File: src/rtl/traffic_light_ctrl.sv
// traffic_light_ctrl: two-way intersection sequencer with pedestrian walk phase.
// A prescaler makes a one-cycle tick every TICK_CYC clocks; a tick counter times
// each phase. A pedestrian request, latched at any time, inserts WALK after the
// next all-red phase. Lamp outputs are active-low and registered one cycle after
// the state register.
// Optional build macro TRAFFIC_FLASH_MODE_EN: while i_enable=0 both directions
// flash yellow on every tick instead of freezing. The FSM stays held.
module traffic_light_ctrl #(
  parameter int TICK_CYC = 50000000,
  parameter int GREEN_S  = 10,
  parameter int YELLOW_S = 3,
  parameter int ALLRED_S = 1,
  parameter int WALK_S   = 8
) (
  input  logic       clk,
  input  logic       reset,
  input  logic       i_enable,
  input  logic       i_ped_req,
  output logic [2:0] o_ns_led,
  output logic [2:0] o_ew_led,
  output logic       o_walk_blink,
  output logic [2:0] o_state
);

  localparam logic [2:0] NS_G  = 3'd0;
  localparam logic [2:0] NS_Y  = 3'd1;
  localparam logic [2:0] AR_NS = 3'd2;
  localparam logic [2:0] EW_G  = 3'd3;
  localparam logic [2:0] EW_Y  = 3'd4;
  localparam logic [2:0] AR_EW = 3'd5;
  localparam logic [2:0] WALK  = 3'd6;

  // Active-low lamp patterns {R,Y,G}
  localparam logic [2:0] LED_G   = 3'b110;
  localparam logic [2:0] LED_Y   = 3'b101;
  localparam logic [2:0] LED_R   = 3'b011;
  localparam logic [2:0] LED_OFF = 3'b111;

  localparam int PW   = (TICK_CYC > 1) ? $clog2(TICK_CYC) : 1;
  localparam int MX1  = (GREEN_S > YELLOW_S) ? GREEN_S : YELLOW_S;
  localparam int MX2  = (ALLRED_S > WALK_S) ? ALLRED_S : WALK_S;
  localparam int MAXD = (MX1 > MX2) ? MX1 : MX2;
  localparam int SW   = $clog2(MAXD + 1);

  localparam logic [PW-1:0] PRESC_LAST = PW'(TICK_CYC - 1);
  localparam logic [SW-1:0] GREEN_M1   = SW'(GREEN_S - 1);
  localparam logic [SW-1:0] YELLOW_M1  = SW'(YELLOW_S - 1);
  localparam logic [SW-1:0] ALLRED_M1  = SW'(ALLRED_S - 1);
  localparam logic [SW-1:0] WALK_M1    = SW'(WALK_S - 1);

  logic [PW-1:0] presc_q;
  logic          presc_run;
  logic          presc_wrap;
  logic          tick;

  logic [2:0]    state_q, state_d;
  logic [SW-1:0] sec_q, sec_d;
  logic [SW-1:0] dur_m1;
  logic          ped_lat_q, ped_lat_d;
  logic          walk_to_ew_q, walk_to_ew_d;  // WALK exits to EW_G (entered from AR_NS)

  logic [2:0]    ns_d, ew_d, st_d;
  logic          walk_d;

`ifdef TRAFFIC_FLASH_MODE_EN
  logic          flash_q;
  assign presc_run = 1'b1;
`else
  assign presc_run = i_enable;
`endif

  assign presc_wrap = (presc_q == PRESC_LAST);
  assign tick       = i_enable && presc_wrap;

  // Prescaler, phase timer, pedestrian latch and FSM state register
  always_ff @(posedge clk) begin
    if (reset) begin
      presc_q      <= '0;
      state_q      <= AR_EW;
      sec_q        <= '0;
      ped_lat_q    <= 1'b0;
      walk_to_ew_q <= 1'b0;
    end else begin
      if (presc_run)
        presc_q <= presc_wrap ? '0 : presc_q + 1'b1;
      ped_lat_q <= ped_lat_d;
      // Illegal code 7 recovers even while the sequencer is frozen
      if (i_enable || (state_q == 3'd7)) begin
        state_q      <= state_d;
        sec_q        <= sec_d;
        walk_to_ew_q <= walk_to_ew_d;
      end
    end
  end

  // Next state: advance on the tick that ends the current phase
  always_comb begin
    state_d      = state_q;
    sec_d        = sec_q;
    walk_to_ew_d = walk_to_ew_q;
    ped_lat_d    = ped_lat_q | i_ped_req;
    case (state_q)
      NS_G, EW_G:   dur_m1 = GREEN_M1;
      NS_Y, EW_Y:   dur_m1 = YELLOW_M1;
      AR_NS, AR_EW: dur_m1 = ALLRED_M1;
      default:      dur_m1 = WALK_M1;
    endcase
    if (state_q == 3'd7) begin
      state_d = AR_EW;
      sec_d   = '0;
    end else if (tick) begin
      if (sec_q == dur_m1) begin
        sec_d = '0;
        case (state_q)
          NS_G:  state_d = NS_Y;
          NS_Y:  state_d = AR_NS;
          AR_NS: begin
            state_d      = ped_lat_q ? WALK : EW_G;
            walk_to_ew_d = 1'b1;
          end
          EW_G:  state_d = EW_Y;
          EW_Y:  state_d = AR_EW;
          AR_EW: begin
            state_d      = ped_lat_q ? WALK : NS_G;
            walk_to_ew_d = 1'b0;
          end
          default: state_d = walk_to_ew_q ? EW_G : NS_G;
        endcase
      end else begin
        sec_d = sec_q + 1'b1;
      end
    end
    // Entering WALK serves the request; a request on that same edge is absorbed
    if ((state_d == WALK) && (state_q != WALK))
      ped_lat_d = 1'b0;
  end

  // Output decode from the current state (lamps active-low)
  always_comb begin
    ns_d   = LED_R;
    ew_d   = LED_R;
    walk_d = 1'b0;
    st_d   = state_q;
    case (state_q)
      NS_G:    ns_d = LED_G;
      NS_Y:    ns_d = LED_Y;
      EW_G:    ew_d = LED_G;
      EW_Y:    ew_d = LED_Y;
      WALK:    walk_d = 1'b1;
      default: ;
    endcase
`ifdef TRAFFIC_FLASH_MODE_EN
    if (!i_enable) begin
      ns_d   = flash_q ? LED_OFF : LED_Y;
      ew_d   = flash_q ? LED_OFF : LED_Y;
      walk_d = 1'b0;
    end
`endif
  end

`ifdef TRAFFIC_FLASH_MODE_EN
  // Flash phase: restarts at yellow-on each time sequencing is disabled
  always_ff @(posedge clk) begin
    if (reset || i_enable)
      flash_q <= 1'b0;
    else if (presc_wrap)
      flash_q <= ~flash_q;
  end
`endif

  // Registered outputs, one cycle behind the state register
  always_ff @(posedge clk) begin
    if (reset) begin
      o_ns_led     <= LED_R;
      o_ew_led     <= LED_R;
      o_walk_blink <= 1'b0;
      o_state      <= AR_EW;
    end else begin
      o_ns_led     <= ns_d;
      o_ew_led     <= ew_d;
      o_walk_blink <= walk_d;
      o_state      <= st_d;
    end
  end

endmodule
File: config.mk
export PLATFORM = sky130hd
export DESIGN_NAME = traffic_light_ctrl
export DESIGN_NICKNAME = d
export VERILOG_FILES = /design/src/rtl/traffic_light_ctrl.sv
export SDC_FILE = /design/constraint.sdc
export NUM_CORES = 1
export LEC_CHECK = 0
export CORE_ASPECT_RATIO = 1.75
export CORE_MARGIN = 2
export CORE_UTILIZATION = 55
export DETAILED_ROUTE_END_ITERATION = 7
export GPL_TIMING_DRIVEN = 0
export PLACE_DENSITY = 0.75
export REMOVE_ABC_BUFFERS = 1
export SLEW_MARGIN = 20
export SYNTH_ARGS = -nofsm -noshare
export SYNTH_HDL_FRONTEND = slang
export SYNTH_SLANG_ARGS = --single-unit
File: constraint.sdc
create_clock -name clk -period 2.5 [get_ports clk]
set_clock_uncertainty 0.15 [all_clocks]
set_input_delay 0.625 -clock clk [delete_from_list [all_inputs] [get_ports clk]]
set_output_delay 0.625 -clock clk [all_outputs]
set_load 0.1 [all_outputs]
==> results by group <==
STA
  – # setup viols final: 0
  – Crit path time final: 2.364 ns
  – Slew @ Worst Pin: 0.9504 ns
  – Worst slew margin: 36.89%
  – Final Cycle Share: 94.55%
  – Fin. max-slew vios: 0
  – Final Hold Fails: 0
  – Max Fclk: 423.0 MHz
  – RSZ-0062 raised after global routing: no
  – Worst setup margin: 0.1362 ns

Critical path
  – Startpoint type of the worst setup path: input port
  – Crit-path max FO: 8
  – Crit path from: i_enable
  – Worst Path Arrival: 2.40 ns
  – Crit path required time: 2.54 ns
  – Reg2reg start: st_d[2]
  – Crit end category: flop
  – CP Class: input port to flop

Floorplan
  – Site Rows: 29
  – Core footprint: 3665 sq um
  – Die W: 50.80 um
  – # IOs: 14
  – Initial Util: 57.53%
  – Die ar.: 4364 sq um
  – Chip height: 85.90 um

Route
  – Routed vias/inst: 5.622
  – DR DRC count: 0
  – Routed Antenna Nets: 0
  – Drt pass-1 iters: 4
  – DR WL/cell: 13.19 um
  – Via count: 1653
  – Initial DRC Count: 43
  – Total Wirelength: 3.877 mm

Global routing
  – Initial antenna violation count: 0
  – GRT overflow: 0
  – Largest net degree at the start of global routing: 24
  – First-pass GRT wire length: 6.831 mm
  – Vias in the first global route: 1587
  – GR Util All Layers: 20.30%

Clocking
  – Clock slew at reported path FFs: 0.09 ns
  – H-tree depth: 2
  – # hold bufs at CTS: 0
  – Clock sink count: 45
  – Post-CTS Resized: 11
  – CTS Buf Count: 5
  – CTS root buf: clkbuf_8
  – CTS tree: done
  – Post-CTS setup buffer count: 0
  – Clk Latency, worst-skew pair: 0.30 ns
  – Buffer depth of the longest clock path: 2

Final layout
  – Fin nets: 253
  – Area growth from synthesis to layout: 10.56%
  – Commonest non-fill, non-tap cell in the layout: dfxtp_1
  – Most frequent cells in the layout: dfxtp_1, nor2_1, xor2_1, nand2_1, xnor2_1
  – Ant. Diodes: 0
  – Layout cells sized above 1: 9.677%
  – Fillers: 335

Place
  – GP Congestion: 0.7821
  – Setup WS pre-CTS: -0.3703 ns
  – Port Buf Inserts: 13
  – DP HPWL: 2.778 mm

Logic synthesis
  – Sequential area share after synthesis: 42.73%
  – Post-Syn Area per Cell: 8.933 sq um
  – Prevailing post-synth register cell: dfxtp_1
  – Cell Area, Synth: 2108 sq um
  – #FFs+latches synth: 45
  – Asr flop ratio synth: 0%
  – Warnings from Yosys: 0
  – Post-synth EDFFs: 0
  – Synth Instances: 236
  – Cell variety after synth: 48

Power and ir drop
  – Static leakage: 0.8540 nW
  – Power, Total: 0.001212 W
  – Max rail drop VDD: 0.5515 mV
  – Power per cell area: 519.9 nW/um^2

Flow run
  – Max-cap viol count: 0

Hold path
  – Min-Delay Startpoint: presc_q[25]
  – Hold Crit Class: flop to flop

Outcome
  – Run status: complete, no violations
## final timing paths
path	end	slack [ns]	cells past startpoint
hold reg to reg	presc_q[25]	0.37	2
setup / recovery	st_d[1]	0.14	7
hold / removal	presc_q[25]	0.37	2
setup reg to reg	st_d[0]	0.31	6
## through the flow
stage                     util (%)  hold WS (ns)  setup TNS (ns)  cell area [sq um]  cells
after floorplan                  -        0.3197               0               2059    227
after global placement       61.32        0.3419          -8.340               2247    286
after detailed placement     61.32        0.3434          -9.028               2247    286
after CTS                    63.61        0.3773               0               2331    294
after global routing         63.61        0.4134               0               2331    294
final                        63.61        0.3727               0               2331    294
## state kept, by name (all words and copies together) (netlist names)
register	flops
o_ew_led	3
st_d	3
walk_to_ew_q	1
o_state	3
ped_lat_q	1
sec_q	4
o_ns_led	3
o_walk_blink	1
presc_q	26
## cells in the mapped netlist (2+ instances only)
library cell  count  area share, %
a211oi_2          2            1.2
a21oi_1           7            1.7
a31oi_1           3           0.89
and2_1            2           0.59
and3_1            6            1.8
and4_4            2            1.1
buf_2             6            1.4
buf_4             2           0.71
dfxtp_1          45             43
ha_1              2            1.2
inv_1             3           0.53
mux2i_1           5            2.4
nand2_1          20            3.6
nand2b_1          2           0.59
nand3_1          10            2.4
nand4_1           8            2.4
nor2_1           40            7.1
nor3_1            6            1.4
nor3b_1           2           0.71
nor4b_1           2           0.83
o21ai_0           4           0.95
or3_1             3           0.89
xnor2_1          11            4.6
xor2_1           19            7.9
## worst max-delay path, cell delays in order
cell and delay [ns]:
clkdlybuf4s50_1 0.55, and3_2 0.27, and2_2 0.21, nand3_4 0.13, a211oi_2 0.33, mux2i_1 0.22
nor2_1 0.06
## where the power goes
group	switching, W	internal, W
Clock	0.000258	0.000202
Sequential	0.00000457	0.000721
Combinational	0.0000163	0.0000110
Total	0.000278	0.000934
## metal layers
layer / share of wire, % / global-route usage [%]
met5: 0 / 0
met4: 2.9 / 10.81
met3: 2.8 / 4.007
met2: 54 / 37.08
met1: 41 / 21.15
## kinds of logic after synthesis
kind of cell / Yosys count / share of synthesized area (%)
AOI/OAI and AO/OA: 25 / 8.606
xor gates and xnor gates: 30 / 12.46
adders and majority gates: 2 / 1.187
buffers and inverters: 13 / 3.026
DFF: 45 / 42.73
muxes: 5 / 2.374
and+or+nand+nor: 116 / 29.62
## final cells by class
type	count	area (sq um)	area share, %
timing repair buffer	13	117.6	5.046
multi-input combinational	178	1146	49.17
clock inverter	3	25.02	1.074
inverter	4	15.01	0.6441
tap	46	57.56	2.469
sequential	45	900.9	38.65
clock buffer	5	68.82	2.952
(Power assumes the default switching activity.)
